## src/rtl/id_ex_pipe.sv

```systemverilog
// ---------------------------------------------------------------------------
// id_ex_pipe
// ID/EX pipeline register for a 5-stage MIPS-style core, with load-use hazard
// detection, flush squashing and a saturating bubble counter.
//
// Ports
//   clk, reset           : single clock, synchronous active-high reset
//   id_* (10 ctrl bits)  : decode-stage control from the control unit
//   id_rdata1/2, id_imm,
//   id_pc4               : operands, sign-extended immediate, PC+4 (DATA_W)
//   id_rs, id_rt, id_rd  : instruction register fields (5 bits)
//   flush                : squash the instruction entering EX
//   ex_*                 : registered EX-stage copies of the id_* inputs
//   ex_valid             : EX slot holds a real instruction
//   stall                : combinational load-use hazard to upstream stages
//   bubble_cnt           : saturating count of bubbles inserted since reset
//
// Slot FSM
//   state    | meaning
//   S_VALID  | EX holds a real instruction
//   S_BUBBLE | EX holds a bubble (all control bits zero)
// ---------------------------------------------------------------------------
module id_ex_pipe #(
    parameter int DATA_W = 32
) (
    input  logic              clk,
    input  logic              reset,

    input  logic              id_RegDest,
    input  logic              id_Branch,
    input  logic              id_MemRead,
    input  logic              id_MemToReg,
    input  logic              id_ALUOp1,
    input  logic              id_ALUOp2,
    input  logic              id_MemWrite,
    input  logic              id_ALUSrc,
    input  logic              id_RegWrite,
    input  logic              id_Jump,

    input  logic [DATA_W-1:0] id_rdata1,
    input  logic [DATA_W-1:0] id_rdata2,
    input  logic [DATA_W-1:0] id_imm,
    input  logic [DATA_W-1:0] id_pc4,
    input  logic [4:0]        id_rs,
    input  logic [4:0]        id_rt,
    input  logic [4:0]        id_rd,

    input  logic              flush,

    output logic              ex_RegDest,
    output logic              ex_Branch,
    output logic              ex_MemRead,
    output logic              ex_MemToReg,
    output logic              ex_ALUOp1,
    output logic              ex_ALUOp2,
    output logic              ex_MemWrite,
    output logic              ex_ALUSrc,
    output logic              ex_RegWrite,
    output logic              ex_Jump,

    output logic [DATA_W-1:0] ex_rdata1,
    output logic [DATA_W-1:0] ex_rdata2,
    output logic [DATA_W-1:0] ex_imm,
    output logic [DATA_W-1:0] ex_pc4,
    output logic [4:0]        ex_rs,
    output logic [4:0]        ex_rt,
    output logic [4:0]        ex_rd,

    output logic              ex_valid,
    output logic              stall,
    output logic [15:0]       bubble_cnt
);

    typedef enum logic {
        S_BUBBLE = 1'b0,
        S_VALID  = 1'b1
    } slot_state_t;

    slot_state_t r_state;
    slot_state_t w_next_state;

    logic [9:0]  r_ctrl;
    logic [9:0]  w_id_ctrl;
    logic [15:0] r_bubble_cnt;
    logic        w_hazard;
    logic        w_bubble;

    assign w_id_ctrl = {id_RegDest, id_Branch, id_MemRead, id_MemToReg, id_ALUOp1,
                        id_ALUOp2, id_MemWrite, id_ALUSrc, id_RegWrite, id_Jump};

    // Hazard uses only registered EX state and the current ID fields, so flush
    // never reaches stall combinationally. Register 0 is hardwired and never
    // a true dependency.
    assign w_hazard = (r_state == S_VALID) && r_ctrl[7] && (ex_rt != 5'd0) &&
                      ((ex_rt == id_rs) || (ex_rt == id_rt));

    // A flush that coincides with a stall still yields a single bubble.
    assign w_bubble = flush | w_hazard;

    // State register
    always_ff @(posedge clk) begin
        if (reset) begin
            r_state <= S_BUBBLE;
        end else begin
            r_state <= w_next_state;
        end
    end

    // Next-state logic
    always_comb begin
        w_next_state = r_state;
        case (r_state)
            S_VALID:  w_next_state = w_bubble ? S_BUBBLE : S_VALID;
            S_BUBBLE: w_next_state = w_bubble ? S_BUBBLE : S_VALID;
            default:  w_next_state = S_BUBBLE;
        endcase
    end

    // Output logic
    always_comb begin
        ex_valid = (r_state == S_VALID);
        stall    = w_hazard;
    end

    // Control bits: zeroed on a bubble so the squashed slot has no side effects.
    always_ff @(posedge clk) begin
        if (reset) begin
            r_ctrl <= '0;
        end else if (w_bubble) begin
            r_ctrl <= '0;
        end else begin
            r_ctrl <= w_id_ctrl;
        end
    end

    assign {ex_RegDest, ex_Branch, ex_MemRead, ex_MemToReg, ex_ALUOp1,
            ex_ALUOp2, ex_MemWrite, ex_ALUSrc, ex_RegWrite, ex_Jump} = r_ctrl;

    // Data and field registers load unconditionally outside reset; their
    // contents in a bubble are ignored downstream but stay deterministic.
    always_ff @(posedge clk) begin
        if (reset) begin
            ex_rdata1 <= '0;
            ex_rdata2 <= '0;
            ex_imm    <= '0;
            ex_pc4    <= '0;
            ex_rs     <= '0;
            ex_rt     <= '0;
            ex_rd     <= '0;
        end else begin
            ex_rdata1 <= id_rdata1;
            ex_rdata2 <= id_rdata2;
            ex_imm    <= id_imm;
            ex_pc4    <= id_pc4;
            ex_rs     <= id_rs;
            ex_rt     <= id_rt;
            ex_rd     <= id_rd;
        end
    end

    // Saturating bubble counter
    always_ff @(posedge clk) begin
        if (reset) begin
            r_bubble_cnt <= '0;
        end else if (w_bubble && (r_bubble_cnt != 16'hFFFF)) begin
            r_bubble_cnt <= r_bubble_cnt + 16'd1;
        end
    end

    assign bubble_cnt = r_bubble_cnt;

endmodule

```

## config.mk

```make
export PLATFORM = sky130hd
export DESIGN_NAME = id_ex_pipe
export DESIGN_NICKNAME = d
export VERILOG_FILES = /design/src/rtl/id_ex_pipe.sv
export SDC_FILE = /design/constraint.sdc
export NUM_CORES = 1
export LEC_CHECK = 0
export CAP_MARGIN = 25
export CORE_AREA = 5 5 125 127
export DETAILED_ROUTE_END_ITERATION = 8
export DIE_AREA = 0 0 130 132
export PLACE_DENSITY = 0.86
export RECOVER_POWER = 50
export SETUP_SLACK_MARGIN = 0.2
export SLEW_MARGIN = 30
export SYNTH_ARGS = -nofsm -noshare
export SYNTH_HDL_FRONTEND = slang
export SYNTH_SLANG_ARGS = --single-unit
```

## constraint.sdc

```tcl
create_clock -name clk -period 3.56 [get_ports clk]
set_input_delay 0.89 -clock clk [delete_from_list [all_inputs] [get_ports clk]]
set_output_delay 0.89 -clock clk [all_outputs]
set_load 0.005 [all_outputs]
```

* After elaboration in Yosys (flattened, before gate mapping)
Index checks and enable logic that the tools add are counted.
** Operators by class
- Equal/unequal tests :: 3
- Reductions and logical operators :: 7
- Multiplexer cells :: 1
- Bitwise logic cells :: 1
- $add $sub $neg :: 1
** Operators with widths (count)
- $add 16x1->16 const B :: 1
- $ne 16x16->1 const B :: 1
- $eq 5x5->1 :: 2
- $reduce_bool 5->1 :: 1
- $logic_and 1x1->1 :: 4
- $reduce_or 2->1 :: 1
- $logic_or 1x1->1 :: 1
- $mux 1 :: 1
- $or 1x1->1 :: 1
** Storage, ports and cells
- Input bits :: 156
- Output and inout bits :: 171
- Word-level logic and storage cells :: 23
- Register bits :: 170

* Longest topological paths before layout
- Depth after elaboration :: 5
- Mapped depth :: 8
- Gate-level depth less buffers :: 6

* Worst setup path after synthesis
Ideal clock, no wire load.
- Kind :: input to register
- From :: input port id_rs[2]
- To :: register r_bubble_cnt[4] (netlist: bubble_cnt[4])
- Arrival time :: 2219 ps
- Setup time :: 121 ps
- Buffers on the path :: 1
- Data required time :: 3439 ps
- Stages on the path :: 7
- Slack :: 1220 ps
- Path through :: xor2_1 > nor3_2 > a22oi_2 > o21a_4 > buf_6 > nor3_1 > mux2_4
** On the way
- Cells in the longest elaborated chain, start to end :: 5
** RTL lines
- start, declared :: RTL line 44 : input logic [4:0] id_rs,
- $eq 5x5->1 :: RTL line 95 : ((ex_rt == id_rs) || (ex_rt == id_rt));
- $logic_or 1x1->1 :: RTL line 95
- $logic_and 1x1->1 :: RTL line 94 : assign w_hazard = (r_state == S_VALID) && r_ctrl[7] && (ex_rt != 5'd0) &&
- $or 1x1->1 :: RTL line 98 : assign w_bubble = flush | w_hazard;
- $logic_and 1x1->1 :: RTL line 165 : end else if (w_bubble && (r_bubble_cnt != 16'hFFFF)) begin
- end signal, assigned :: RTL line 166 : r_bubble_cnt <= r_bubble_cnt + 16'd1;
- end, declared :: RTL line 84 : logic [15:0] r_bubble_cnt;
Every way passes these cells.
A chain may end at the register's enable or synchronous reset.

* Worst setup path in the final report
- From :: input port id_rt[0]
- To :: output port stall
** On the way
- Cells in the longest elaborated chain, start to end :: 3
** RTL lines
- start, declared :: RTL line 45 : input logic [4:0] id_rt,
- $eq 5x5->1 :: RTL line 95
- $logic_or 1x1->1 :: RTL line 95
- $logic_and 1x1->1 :: RTL line 94
- end, declared :: RTL line 70 : output logic stall,
Every way passes these cells.

==> metrics.md <==
| Metric | Value |
|---|---|
| Multi-input logic area | approximately 1600 um2 |
| Synth Net Count | between 600 and 700 |
| Synthesized area | 5140 um2 |
| Status | complete, no violations |
| Crit Path Max Fanout | 3 |
| DP Wirelength | 12.6 mm |
| Clock transition at path regs | 0.06 ns |
| Slew @ Worst Pin | about 1.3 ns |
| Max Cap Violations | 0 |
| Fin crit share | 89.6% |
| Fmax | 0.313 GHz |
| Drt first pass iters | 4 |
| Fin. max-slew vios | 0 |
| Most common cell in the netlist | dfxtp_1 |
| Ys flop type | dfxtp_1 |
| Most instantiated cells after synthesis | 170 x dfxtp_1, 147 x nor2b_1, 19 x clkbuf_1 |
| Fill cell count | 1159 |
| Post-synth top area cell | dfxtp_1 |
| Die boundary height | 132 um |
| Clock buffers created by TritonCTS | 17 |
| Syn Inst Count | 446 |
| Pwr/cell area | between 400 and 500 nW/um2 |
| IO Port Bufs | approximately 330 |
| Seq/Total Area, Yosys | about two thirds |
| Routed wire length | 16.3 mm |
| Peak supply drop | 0.363 mV |
| Die span in x | around 130 um |
| CTS HTree Levels | 4 |
| I/O Pins | 327 |
| Warnings, synthesis | 0 |
| Post-layout util | between 60% and 70% |
| Crit end category | output port |
| Fraction of registers with async set/reset | 0% |
| Final Hold Fails | 0 |
| Post-synth EDFFs | 0 |
| Worst EP arrival | 2.30 ns |
| First-pass GRT wire length | around 24 mm |
| FF+latch count, synth | 170 |
| Worst hold margin | 0.508 ns |
| Share of cells above drive strength 1 | 5.75% |
| Initial DRC count | 215 |
| Post-CTS Setup Bufs | 0 |
| DR vias/cell | 4.43 |
| Post-route setup TNS | 0 ns |
| Die area | 17200 um2 |
| DRC | 0 |
| Number of global-route vias before repair | 4147 |
| Final nets | slightly above 900 |
| Longest Clk Path Bufs | 2 |
| Core ar. | 14300 um2 |
| Setup crit start kind | input pin |
| Total GRT Usage | 18.4% |
| Critical Setup Path Class | input pin to output port |
| Sink Count | 170 |
| Worst-skew pair later-pin latency | 0.41 ns |
| Leak | 3.58 nW |
| Rel. slew slack | around an eighth |
| ANT nets after route | 0 |
| Initial Utilization | ~36% |
| Yosys top cell area share | 66.3% |
| Req. time, crit path | between 2 and 3 ns |
| Avg Cell Area, Syn | 11.5 um2 |
| Synth top area cells | dfxtp_1 66%, nor2b_1 18%, xor2_1 1.7%, and3_1 1.5%, clkbuf_1 1.4% |
| Largest net degree at the start of global routing | 69 |
| Gr ovfl total | 0 |
| Register area | 3400 um2 |
| Site Rows | 44 |
| Final setup viols | 0 |
| CTS tree | built |
| Clock Skew | 0.00652 ns |
| Clock root buffer | clkbuf_16 |
| Initial antenna violation count | 2 |
| HP Class | register to register |
| Wirelength per Cell | 16.8 um |
| RSZ-0062 raised after global routing | no |
| Period minus WS final | 3.19 ns |
| Post-synthesis cell type count | 37 |
| Area Overhead vs Synth | 77.4% |
| GPL Wtd Cong | roughly 0.85 |
| Via count | 4290 |
## critical path, stage by stage
cell	delay, ns
clkdlybuf4s50_1	0.52
xor2_2	0.21
nor3_2	0.08
a22oi_2	0.25
nor2_1	0.08
dlygate4sd2_1	0.27
## per-stage QoR
stage / power (mW) / worst slack (ns) / instance area [um2] / cells
after floorplan: 2.19 / 1.22 / 5140 / 446
after global placement: 2.57 / 0.181 / 8540 / 935
after detailed placement: 2.57 / 0.182 / 8540 / 935
after CTS: 4.35 / 0.366 / 9120 / 967
after global routing: 4.46 / 0.292 / 9110 / 969
final: 4.29 / 0.370 / 9110 / 969
## what timing repair did
item / 4_1_cts / 5_1_grt
endpoints found under the setup margin: 1 / 0
resized for setup: 2 / 0
hold buffers: 0 / 0
## area by class of cell
cell class              count  area share, %
flip-flops and latches    170           37.3
multi-input cells         249           17.8
well taps                 184           2.53
clock buffers              20           5.01
repair buffers            328           35.8
clock inverters            12           1.22
inverters                   4          0.165
diodes                      2         0.0549
## state kept, by name, indices dropped and copies added, names as in the netlist
register	cells
ex_rs	5
r_ctrl	10
ex_imm	32
ex_rdata1	32
bubble_cnt	16
ex_pc4	32
ex_rdata2	32
ex_rt	5
ex_rd	5
ex_valid	1
## final timing paths
path	from	endpoint	slack (ns)	cells past startpoint
worst max-delay path	id_rt[0]	stall	0.37	6
worst min-delay path	bubble_cnt[15]$_SDFFE_PP0P_	bubble_cnt[15]$_SDFFE_PP0P_	0.51	2
worst max register to register	ex_rt[1]$_SDFF_PP0_	bubble_cnt[7]$_SDFFE_PP0P_	1.36	5
worst min register to register	bubble_cnt[15]$_SDFFE_PP0P_	bubble_cnt[15]$_SDFFE_PP0P_	0.51	2
## cells by family after synthesis
kind of cell               Yosys count  share of synthesized area, %
adders and majority gates            1                         0.244
AOI/OAI and AO/OA                   28                          3.65
muxes                                5                          1.22
buffers and inverters               27                          2.24
xor gates and xnor gates            10                          1.71
and+or+nand+nor                    205                          24.7
DFF                                170                          66.3
## metal layers
metal | vias to the layer above | share of wire, % | track usage, %
met5 | - | 0 | 0
met4 | 0 | 2.0 | 6.93
met3 | 23 | 13 | 9.44
met2 | 238 | 49 | 31.4
met1 | 1943 | 36 | 19.0
li1 | 2086 | - | -
## cell usage in the layout (no fill, tap or decap), types with 2 or more instances in the layout
| cell type | instances |
|---|---|
| dlygate4sd3_1 | 27 |
| clkinv_2 | 4 |
| nor2_1 | 8 |
| or4_1 | 5 |
| and3_1 | 12 |
| o31ai_1 | 4 |
| diode_2 | 2 |
| clkbuf_16 | 17 |
| nor3_2 | 2 |
| xor2_1 | 9 |
| and2_1 | 2 |
| nor2b_1 | 147 |
| a21oi_1 | 10 |
| and4_1 | 2 |
| mux2_4 | 2 |
| clkdlybuf4s50_1 | 297 |
| dfxtp_1 | 170 |
| clkbuf_8 | 2 |
| inv_1 | 4 |
| nand3_1 | 4 |
| nand4_1 | 6 |
| nand2_1 | 7 |
| o21ai_0 | 7 |
| mux2_2 | 2 |
| or3_1 | 5 |
| inv_6 | 6 |
| clkbuf_2 | 3 |
## power by group
part           switching (mW)  internal [mW]
combinational           0.149          0.346
clock                   0.758           1.01
sequential             0.0311           2.00
Power figures use the tool's default switching activity.
==> patch 1 (same settings) <==
Put one more register stage on the output `bubble_cnt`, without a reset. The value now appears one clock later. The other outputs are not delayed to match.
--- a/src/rtl/id_ex_pipe.sv
+++ b/src/rtl/id_ex_pipe.sv
@@ -167,7 +167,9 @@
         end
     end
 
-    assign bubble_cnt = r_bubble_cnt;
+    always_ff @(posedge clk) begin
+        bubble_cnt <= r_bubble_cnt;
+    end
 
 endmodule
 
Function: changed (a bounded check fails within 4 cycles, from zero or initial values and one cycle with reset high).
==> patch 1 against the unedited design <==
- area after synthesis is 11% higher
- critical path type unchanged
- die area stayed put
- setup slack better by 0.047 ns
- combinational power is 1% higher
- utilization is 4.1 points higher
- power is 5.8% higher
- cell area is 6.5% higher
- sequential cell count is 16 higher
- worst hold slack worse by 0.12 ns
- routed wire length is 4.2% lower
==> patch 1: results (changes against the unedited design) <==
Final Wtd Congestion=0.8632 (was 0.8524); FF-to-FF Start=r_bubble_cnt[6]$_SDFFE_PP0P_ (was ex_rt[1]$_SDFF_PP0_); worst vdd ir=0.3164 mV (was 0.3625 mV); Crit path arrival time=2.25 ns (was 2.30 ns); Inst Count DP=991 (was 935); largest net degree at the start of global routing=75 (was 69); post-synthesis mux area share=2.536% (was 1.218%); synth top area cells=dfxtp_1 (65%), nor2b_1 (17%), nand4_1 (1.7%) (was dfxtp_1 (66%), nor2b_1 (18%), xor2_1 (1.7%)); layout cells sized above 1=5.012% (was 5.747%); Netlist cell types=45 (was 37); PnR worst setup slack=0.4162 ns (was 0.3695 ns); vias in the first global route=4635 (was 4147); Worst Setup SP=id_rt[4] (was id_rt[0]); clk_skew=0.006366 ns (was 0.006523 ns); worst hold endpoint=bubble_cnt[9]$_DFF_P_ (was bubble_cnt[15]$_SDFFE_PP0P_); initial antenna violation count=0 (was 2); Hold Path Origin=r_bubble_cnt[9]$_SDFFE_PP0P_ (was bubble_cnt[15]$_SDFFE_PP0P_); post-DP HPWL=12280 µm (was 12620 µm); Net Count, Synth=660 (was 603); Synth Area in Compound Gates=3.475% (was 3.654%); Syn Inst Count=503 (was 446); drt initial violations=90 (was 215); Crit Path Max Fanout=2 (was 3); worst slack at placement=0.1159 ns (was 0.1819 ns); Hold WS=0.3901 ns (was 0.5077 ns); hold depth=0 (was 2); Total GRT Usage=17.75% (was 18.37%); status=finished clean (unchanged); leak pwr=3.743 nW (was 3.579 nW); Synth Area in Adders=0.2186% (was 0.2436%); r2r setup slk=1.28 ns (was 1.36 ns); Ant. Diodes=0 (was 2); total routed wirelength=15620 µm (was 16310 µm); Max stage delay on crit path=0.48 ns (was 0.52 ns); slew margin rel.=8.705% (was 11.78%)
-- patch 1: critical path, delay by kind of cell --
family / cells / cell delay, ns
buf+inv: 2 / 0.75
simple gates: 2 / 0.26
compound gates: 1 / 0.24
xor+xnor: 1 / 0.12
-- patch 1: power by group through the flow --
stage / Combinational, mW / Sequential (mW) / Clock [mW]
floorplan: 0.115 / 2.27 / 0
detailed placement: 0.511 / 2.26 / 0
CTS: 0.514 / 2.21 / 1.88
global placement: 0.503 / 2.25 / 0
global route: 0.538 / 2.22 / 1.97
finish: 0.500 / 2.21 / 1.83
-- patch 1: repair_timing --
| action | in CTS | in global routing |
|---|---|---|
| hold buffers | 0 | 0 |
| gates resized for setup | 1 | 0 |
| setup endpoints to repair | 1 | 0 |
-- patch 1: area by class of cell --
| cell class | count | area (µm²) |
|---|---|---|
| fillers | 1074 | 4612 |
| repair buffers | 331 | 3289 |
| inverters | 3 | 11.26 |
| well taps | 184 | 230.2 |
| clock buffers | 22 | 464.2 |
| multi-input cells | 287 | 1869 |
| flip-flops and latches | 186 | 3724 |
| clock inverters | 9 | 113.9 |
-- patch 1: logic make-up after synthesis --
family | after synthesis
muxes | 12
AOI/OAI and AO/OA | 27
xor gates and xnor gates | 10
adders and majority gates | 1
and+or+nand+nor | 237
DFF | 186
buffers and inverters | 30
-- patch 1: routing by layer --
metal  vias up  GRT usage, %  part of all wire, %
li1       2276             -                    -
met1      2058         17.59                   35
met2       222         31.95                   51
met3        28         7.901                   11
met4         0         7.044                  2.5
met5         -             0                    0
-- patch 1: through the flow --
step	power (mW)	instance area (µm²)
floorplan	2.380	5724
detailed placement	2.767	9145
finish	4.541	9702
global route	4.723	9702
global placement	2.755	9145
CTS	4.603	9722
==> patch 2 (same flow settings) <==
Made on the original files. Set the parameter `DATA_W` to 40 (it was 32).
--- a/src/rtl/id_ex_pipe.sv
+++ b/src/rtl/id_ex_pipe.sv
@@ -21,7 +21,7 @@
 //   S_BUBBLE | EX holds a bubble (all control bits zero)
 // ---------------------------------------------------------------------------
 module id_ex_pipe #(
-    parameter int DATA_W = 32
+    parameter int DATA_W = 40
 ) (
     input  logic              clk,
     input  logic              reset,
Interface: changed (8 resized); port bits go from 327 to 391. No check against the original RTL was run, so the function may have changed too.
==> patch 2 against the unedited design <==
- the run now ends with capacitance limit, slew limit left
- sequential cell count grew 32
- sequential share of layout area is 0.32 points higher
- global-route usage grew 3.3 points
- cell area is 18% higher
- area after synthesis up 17%
- sequential power up 19%
- die area unchanged
- power rose by 23%
- routed wire length increased by 23%
- synthesized cell count rose by 15%
- non-clock buffer count up 64
- setup slack gained 0.14 ns
- highest routed layer unchanged
==> patch 2: results (changes against the unedited design) <==
Net Count, Synth=702 (was 603); via count=4970 (was 4290); Setup Fix Bufs, Post-CTS=0 (unchanged); layout cells sized above 1=4.913% (was 5.747%); # fillers=943 (was 1159); Netlist cell types=37 (unchanged); first-pass GRT wire length=28490 µm (was 23890 µm); post-DP HPWL=15270 µm (was 12620 µm); Final Wtd Congestion=0.8338 (was 0.8524); hold depth=2 (unchanged); post-synthesis async set-or-reset flop share=0% (unchanged); total routed wirelength=20000 µm (was 16310 µm); initial antenna violation count=0 (was 2); Buffers on Ports=390 (was 326); clk_skew=0.008842 ns (was 0.006523 ns); CTS H-Tree Depth=1 (was 4); synthesized area per cell=11.67 µm² (was 11.52 µm²); Max stage delay on crit path=0.56 ns (was 0.52 ns); TritonCTS Buffers=21 (was 17); worst slack at placement=0.2458 ns (was 0.1819 ns); Crit Path Max Fanout=3 (unchanged); failing checks=capacitance limit, slew limit; status=complete, but fails checks (was finished clean); iteration count of the initial detailed-routing pass=4 (unchanged); Net Sw Frac=20.12% (was 21.87%); Total GRT Usage=21.63% (was 18.37%); slowest cell on the critical path=dlygate4sd3_1 (was clkdlybuf4s50_1); clk slew on worst S/H paths=0.06 ns (about the same); root buffer cell=clkbuf_16 (unchanged); Crit path arrival time=2.16 ns (was 2.30 ns); delay-heaviest family, CP=buffers and inverters (unchanged); worst vdd ir=0.4510 mV (was 0.3625 mV); drt initial violations=179 (was 215); synth top area cells=dfxtp_1 (68%), nor2b_1 (19%), xor2_1 (1.5%) (was dfxtp_1 (66%), nor2b_1 (18%), xor2_1 (1.7%)); vias in the first global route=5132 (was 4147); Max Cap Viol=2 (was 0); Clock Latency Late Sink=0.48 ns (was 0.41 ns); Layout Cells excl Fill=1100 (was 969); Final Max Slew Viols=156 (was 0); R2R cell count=5 (unchanged); most frequent cells after synthesis=dfxtp_1 (202), nor2b_1 (179), clkbuf_1 (22), and3_1 (12) (was dfxtp_1 (170), nor2b_1 (147), clkbuf_1 (19), and3_1 (12)); Main synth FF type=dfxtp_1 (unchanged); post-cts resize count=0 (was 2); largest net degree at the start of global routing=98 (was 69); Ant. Diodes=0 (was 2); leak pwr=4.222 nW (was 3.579 nW); Synth Warn #=0 (unchanged); sequential fraction of the synthesis area=67.53% (was 66.26%); slew margin rel.=-52.52% (was 11.78%); worst min-delay path class=reg2reg (unchanged); Longest Clk Path Bufs=3 (was 2)
[patch 2: cell count changes in the layout (fill, tap and decap cells not counted), sizes merged, moves of 4 or more]
cell	before	now
dlygate4sd3	27	47
dfxtp	170	202
clkbuf	23	27
clkdlybuf4s50	297	341
nor2b	147	179
inv	10	4
[patch 2: final cells by class]
type                            instances  share of cell area (%)
Clock buffer                           25                   5.221
Clock inverter                         12                   1.538
Inverter                                4                  0.1398
Multi-Input combinational cell        281                   16.82
Sequential cell                       202                   37.66
Tap cell                              184                   2.144
Timing Repair Buffer                  392                   36.48
[patch 2: tightest hold or removal path, stage by stage, from the launching register on]
cell     delay [ns]
dfxtp_1        0.33
o31ai_1        0.07
a21oi_1        0.06
[patch 2: power by group through the flow]
stage	Sequential, mW	Combinational (mW)	Clock (mW)
2_1_floorplan	2.47	0.124	0
3_3_place_gp	2.46	0.591	0
3_5_place_dp	2.46	0.601	0
4_1_cts	2.41	0.610	2.31
5_1_grt	2.42	0.629	2.41
6_report	2.41	0.589	2.26
[patch 2: metrics by stage]
| stage | cell area, µm² | util, % | total power, mW |
|---|---|---|---|
| 3_5_place_dp | 10040 | 70.14 | 3.062 |
| 5_1_grt | 10740 | 75.01 | 5.457 |
| 4_1_cts | 10770 | 75.21 | 5.336 |
| 6_report | 10740 | 75.01 | 5.259 |
| 2_1_floorplan | 5988 | - | 2.597 |
| 3_3_place_gp | 10040 | 70.14 | 3.047 |
[patch 2: layer usage]
metal | part of all wire (%) | vias up | track usage (%)
li1 | - | 2421 | -
met1 | 32 | 2258 | 19.89
met2 | 53 | 247 | 40.95
met3 | 11 | 44 | 9.846
met4 | 3.7 | 0 | 7.679
met5 | 0 | - | 0
[patch 2: path summary, 6_finish.rpt]
| kind | slack [ns] | from | end |
|---|---|---|---|
| hold / removal | 0.51 | bubble_cnt[15]$_SDFFE_PP0P_ | bubble_cnt[15]$_SDFFE_PP0P_ |
| setup / recovery | 0.51 | id_rt[0] | stall |
| hold reg to reg | 0.51 | bubble_cnt[15]$_SDFFE_PP0P_ | bubble_cnt[15]$_SDFFE_PP0P_ |
| setup reg to reg | 0.98 | ex_rt[1]$_SDFF_PP0_ | bubble_cnt[7]$_SDFFE_PP0P_ |
[patch 2: cells by family after synthesis]
kind of cell	count (synthesis)	share of synthesized area, %
and+or+nand+nor	237	24.51
muxes	5	1.045
xor gates and xnor gates	10	1.463
DFF	202	67.53
adders and majority gates	1	0.2089
buffers and inverters	30	2.110
AOI/OAI and AO/OA	28	3.134
